[src/rtl/cond_flag_unit.sv]
// Condition/flag stage behind the ALU: stores {N,Z,C,V}, evaluates the condition field and gates the write strobes.
// Optional feature: define STICKY_OVF_EN to add a sticky overflow bit cleared by sticky_clr.
module cond_flag_unit #(
  parameter logic [3:0] RESET_FLAGS = 4'b0000
) (
  input  logic       clk,
  input  logic       rst_n,
  input  logic       en,
  input  logic [3:0] Cond,
  input  logic [3:0] ALUFlags,
  input  logic [1:0] FlagW,
  input  logic       PCS,
  input  logic       RegW,
  input  logic       MemW,
  input  logic       sticky_clr,
  output logic       PCSrc,
  output logic       RegWrite,
  output logic       MemWrite,
  output logic       CondEx,
  output logic [3:0] Flags,
  output logic       sticky_ovf
);

  logic [3:0] flags_q, flags_d;
  logic       cond_ex;
  logic       commit;
  logic       flag_n, flag_z, flag_c, flag_v;

  assign {flag_n, flag_z, flag_c, flag_v} = flags_q;

  // Decode uses the stored flags only; a flag-setting instruction sees the pre-update values.
  always_comb begin
    cond_ex = 1'b0;
    case (Cond)
      4'b0000: cond_ex = flag_z;
      4'b0001: cond_ex = ~flag_z;
      4'b0010: cond_ex = flag_c;
      4'b0011: cond_ex = ~flag_c;
      4'b0100: cond_ex = flag_n;
      4'b0101: cond_ex = ~flag_n;
      4'b0110: cond_ex = flag_v;
      4'b0111: cond_ex = ~flag_v;
      4'b1000: cond_ex = flag_c & ~flag_z;
      4'b1001: cond_ex = ~flag_c | flag_z;
      4'b1010: cond_ex = (flag_n == flag_v);
      4'b1011: cond_ex = (flag_n != flag_v);
      4'b1100: cond_ex = ~flag_z & (flag_n == flag_v);
      4'b1101: cond_ex = flag_z | (flag_n != flag_v);
      default: cond_ex = 1'b1;
    endcase
  end

  assign commit   = en & cond_ex;
  assign CondEx   = cond_ex;
  assign PCSrc    = PCS  & commit;
  assign RegWrite = RegW & commit;
  assign MemWrite = MemW & commit;
  assign Flags    = flags_q;

  always_comb begin
    flags_d = flags_q;
    if (commit && FlagW[1]) flags_d[3:2] = ALUFlags[3:2];
    if (commit && FlagW[0]) flags_d[1:0] = ALUFlags[1:0];
  end

  always_ff @(posedge clk or negedge rst_n) begin
    if (!rst_n) flags_q <= RESET_FLAGS;
    else        flags_q <= flags_d;
  end

`ifdef STICKY_OVF_EN
  logic sticky_q, sticky_d;

  // Clear is a state change, so it is also frozen by a stall; a new set beats a clear.
  always_comb begin
    sticky_d = sticky_q;
    if (en) sticky_d = (commit & FlagW[0] & ALUFlags[0]) | (sticky_q & ~sticky_clr);
  end

  always_ff @(posedge clk or negedge rst_n) begin
    if (!rst_n) sticky_q <= 1'b0;
    else        sticky_q <= sticky_d;
  end

  assign sticky_ovf = sticky_q;
`else
  logic unused_sticky_clr;
  assign unused_sticky_clr = sticky_clr;
  assign sticky_ovf        = 1'b0;
`endif

endmodule

[config.mk]
export PLATFORM = sky130hd
export DESIGN_NAME = cond_flag_unit
export DESIGN_NICKNAME = d
export VERILOG_FILES = /design/src/rtl/cond_flag_unit.sv
export SDC_FILE = /design/constraint.sdc
export NUM_CORES = 1
export LEC_CHECK = 0
export BUFFER_PORTS_ARGS = -buffer_cell sky130_fd_sc_hd__buf_2
export CORE_AREA = 8 8 45 47
export DETAILED_ROUTE_END_ITERATION = 8
export DIE_AREA = 0 0 53 55
export GPL_TIMING_DRIVEN = 0
export PLACE_DENSITY_LB_ADDON = 0.2
export SETUP_SLACK_MARGIN = 0.02
export SLEW_MARGIN = 20
export SYNTH_ARGS = -nofsm -noshare
export SYNTH_HDL_FRONTEND = slang
export SYNTH_SLANG_ARGS = --single-unit
[constraint.sdc]
create_clock -name clk -period 8 [get_ports clk]
set_clock_uncertainty 0.15 [all_clocks]
set_input_delay 2.4 -clock clk [delete_from_list [all_inputs] [get_ports clk]]
set_output_delay 2.4 -clock clk [all_outputs]
set_load 0.03 [all_outputs]
-- Word-level counts from Yosys, hierarchy flattened
Cells that the tools add are included.
- bitwise logic cells: 12
- mux-type cells: 1
- reductions and logical operators: 3
- equality and inequality tests: 15
- operators by type and width (cell ; number):
    equality test 4 bit, second input constant ; 6
    equality test 4 x 3 -> 1 bit, second input constant ; 4
    one-hot mux 1 bit (14 select lines) ; 1
    equality test 4 x 2 -> 1 bit, second input constant ; 2
    bitwise AND 1 bit ; 6
    equality test 4 x 1 -> 1 bit, second input constant ; 1
    logical NOT 4 bit ; 1
    inverter 1 bit ; 4
    logical AND 1 bit ; 2
    bitwise OR 1 bit ; 2
    equality test 1 bit ; 1
    inequality test 1 bit ; 1
- flip-flop bits (word level): 4
- input bits: 17
- word-level logic and storage cells: 33

-- Depth between registers and ports, before layout
- word-level depth: 5
- depth in mapped cells: 6

-- Worst setup path before layout
OpenSTA, ideal clock, no wires.
- path kind: in2out
- from: input Cond[3]
- to: output MemWrite
- slack: 1.432 ns
- buffers on the path: 1
- data arrival time: 4.018 ns
- cell stages on the path: 6
- cell sequence: buf_4 -> and2_1 -> or4b_1 -> a41oi_2 -> or3_1 -> and3_1
- word-level cells in the longest chain between the ends: 4
- elaborated cells on any way between the ends: 17
- those cells by class: 13 x eq/ne; 1 x mux; 2 x bitwise; 1 x reduce/logical
- RTL lines (element ; line ; text):
    from (decl) ; 9 ; input logic [3:0] Cond,
    equality test 4 bit, or another cell as far along ; 34 ; case (Cond)
    one-hot mux 1 bit (14 select lines) * ; 34 ;
    net CondEx ; 19 ; output logic CondEx,
    bitwise AND 1 bit * ; 53 ; assign commit = en & cond_ex;
    bitwise AND 1 bit * ; 57 ; assign MemWrite = MemW & commit;
    to (decl) ; 18 ; output logic MemWrite,
The timed path passes the listed nets; every way through them passes the cells marked *.

-- Worst setup path in the final report
- from: input Cond[2]
- to: output RegWrite
- word-level cells in the longest chain between the ends: 4
- elaborated cells on any way between the ends: 17
- those cells by class: 13 x eq/ne; 1 x mux; 2 x bitwise; 1 x reduce/logical
- RTL lines (element ; line ; text):
    equality test 4 bit, or another cell as far along ; 34 ;
    one-hot mux 1 bit (14 select lines) * ; 34 ;
    bitwise AND 1 bit * ; 53 ;
    bitwise AND 1 bit * ; 56 ; assign RegWrite = RegW & commit;
    to (decl) ; 17 ; output logic RegWrite,
Mark *: on every way between the ends. The rest lies on a longest branch, timed or not.

==> results.py <==
metrics = {
    "route": {
        "drt_first_iter_violations": 1,
        "drc": 0,
        "ant_nets": 0,
        "totalWireLength_um": 1030,
        "dr.pass1.iters": 2,
        "post_drt_via_cell_ratio": 4.77,
        "post_drt_wl_per_cell_um": 12.7,
        "vias": 386,
    },
    "job": {
        "max_cap_viol_count": 0,
    },
    "timing": {
        "fin_crit_sh": 0.807,
        "min_period_ns": 6.46,
        "clock.fmax_ghz": 0.155,
        "hold_viol_final": 0,
        "fin_setup_tns_ns": 0,
        "worst_slack_ns": 1.54,
        "setup_viol": 0,
        "rsz0062_at_grt": "false",
        "drv_slew": 0,
    },
    "power_and_ir_drop": {
        "pwr-share-comb": 0.573,
        "p_leak_nw": 0.261,
        "clkPwrFrac": 0.147,
        "peakVddDrop_v": 0.000121,
        "p_int_mw": 0.0849,
        "switching_share": 0.487,
        "power_switching_mw": 0.0806,
        "seq_power_share": 0.280,
        "p_per_area_nw_per_um2": 315,
    },
    "critical_path": {
        "crit_type": "primary input to output port",
        "critPathRequiredTime_ns": 5.45,
        "end_kind": "output port",
        "startpoint_type": "primary input",
        "crit_arrival_ns": 3.91,
        "worst-path-max-fanout": 6,
    },
    "cts": {
        "root_buffer": "clkbuf_4",
        "clock_sinks": 4,
        "insertion_delay_ns": 0.23,
        "clkSlewWorstSetupHoldPaths_ns": 0.04,
        "cts_buffer_depth": 2,
        "post_cts_buffers": 0,
        "numCtsBuffers": 3,
        "cts_resized": 0,
        "cts_tree": "built",
        "h-tree-depth": 1,
        "hold_buffers": 0,
    },
    "cells_and_area": {
        "final_layout_size_suffix_gt1_frac": 0.492,
        "final_nets": 84,
        "stdcell_area_um2": 526,
        "final_util": 0.380,
        "diodes": 0,
        "syn_to_final_growth_pct": 39.1,
        "largest_reg_flops": 4,
    },
    "yosys": {
        "syn_area_per_cell_um2": 9.22,
        "synth.net_count": 58,
        "yosys_warnings": 0,
        "ys_ff_latch": 4,
        "synth_cells": 41,
        "ys_seq_area_frac": 0.265,
        "synth-main-ff-cell": "dfrtp_1",
        "synth_cell_types": 23,
        "synth_edf_count": 0,
        "netlist_area_um2": 378,
        "postSynth.asyncResetShare": 1.00,
    },
    "die": {
        "die_y_um": 55,
        "io-pin-count": 26,
        "die_area_um2": 2920,
        "fp.dieW_um": 53,
        "rows": 14,
        "core_region_area_um2": 1380,
        "initial_core_util": 0.273,
    },
    "global_route": {
        "grt_pass1_wl_um": 1650,
        "antenna_found_initial": 0,
        "grt_overflow": 0,
        "grt_use_total": 0.0734,
        "grt_max_degree": 10,
        "grt_pass1_vias": 415,
    },
    "place": {
        "gp_congestion": 0.712,
        "dpl_cell_area_um2": 503,
        "dp_slack_ns": 1.55,
        "io_buffers": 21,
        "dp_hpwl_um": 866,
    },
    "run_status": {
        "status": "completed",
    },
    "min_path": {
        "hold_class": "register to register",
    },
}
[cells in the final DEF (no fill, tap or decap), drive strengths merged, types with 2 or more instances in the layout]
cell and instances:
mux2 4, o32ai 2, a21oi 2, buf 24
nor3b 2, or3 2, and3 3, inv 2
xnor2 2, dfrtp 4, nand2 3, clkbuf 3
o311ai 2
[area by class of cell]
cell class,count,area [um^2]
buffer,3,20.0
clock buffer,3,22.5
fill,150,858
inverter,2,7.51
multi-input combinational,32,250
sequential,4,100
tap,16,20.0
timing repair buffer,21,105
[Yosys cell counts, drive strengths merged, types with 2 or more instances]
cell    count  area share
a21oi       2       0.026
or3         2       0.033
buf         3       0.053
o32ai       2       0.046
dfrtp       4        0.26
nand2       3       0.030
xnor2       2       0.046
mux2        4        0.12
nor3b       2       0.040
and3        3       0.050
o311ai      2       0.046
inv         2       0.020
[through the flow]
step                      hold slack (ns)  cells  power [mW]
final                               0.460     81       0.166
after global routing                0.473     81       0.178
after CTS                           0.450     81       0.169
after detailed placement            0.440     78       0.143
after global placement              0.429     78       0.143
after floorplan                     0.618     41       0.114
[final timing paths]
kind,from,to,slack [ns],cells after the start
worst max-delay path,Cond[2],RegWrite,1.54,7
worst min-delay path,Flags[1]$_DFFE_PN0P_,Flags[1]$_DFFE_PN0P_,0.46,1
worst max register to register,Flags[3]$_DFFE_PN0P_,Flags[3]$_DFFE_PN0P_,5.88,5
worst min register to register,Flags[1]$_DFFE_PN0P_,Flags[1]$_DFFE_PN0P_,0.46,1
max in group asynchronous,rst_n,Flags[3]$_DFFE_PN0P_,5.76,1
min in group asynchronous,rst_n,Flags[2]$_DFFE_PN0P_,1.82,1
[power by group through the flow]
stage | clock, mW | sequential [mW] | combinational, mW
after global placement | 0 | 0.0467 | 0.0963
after CTS | 0.0262 | 0.0463 | 0.0966
after detailed placement | 0 | 0.0465 | 0.0964
after floorplan | 0 | 0.0648 | 0.0496
final | 0.0243 | 0.0464 | 0.0949
after global routing | 0.0266 | 0.0489 | 0.103
[layer usage]
| metal | global-route usage | part of all wire | vias up |
|---|---|---|---|
| li1 | - | - | 205 |
| met1 | 0.0826 | 0.42 | 170 |
| met2 | 0.115 | 0.50 | 11 |
| met3 | 0.0241 | 0.077 | 0 |
| met4 | 0.0517 | 0 | 0 |
| met5 | 0 | 0 | - |
[cell families (layout without fill, tap and decap cells)]
logic type / after synthesis / count (layout) / share of synthesized area
muxes: 5 / 5 / 0.146
buffers and inverters: 5 / 29 / 0.0728
DFF: 4 / 4 / 0.265
AOI/OAI and AO/OA: 11 / 11 / 0.242
other: 1 / 1 / 0.00992
and+or+nand+nor: 12 / 12 / 0.195
xor gates and xnor gates: 3 / 3 / 0.0695
[worst max-delay path, stage by stage]
cell and delay (ns):
buf_2 0.14, and2_1 0.16, or4b_1 0.45, a41oi_2 0.23, or3_1 0.18, and3_1 0.15, buf_2 0.19
(Power assumes the default switching activity.)
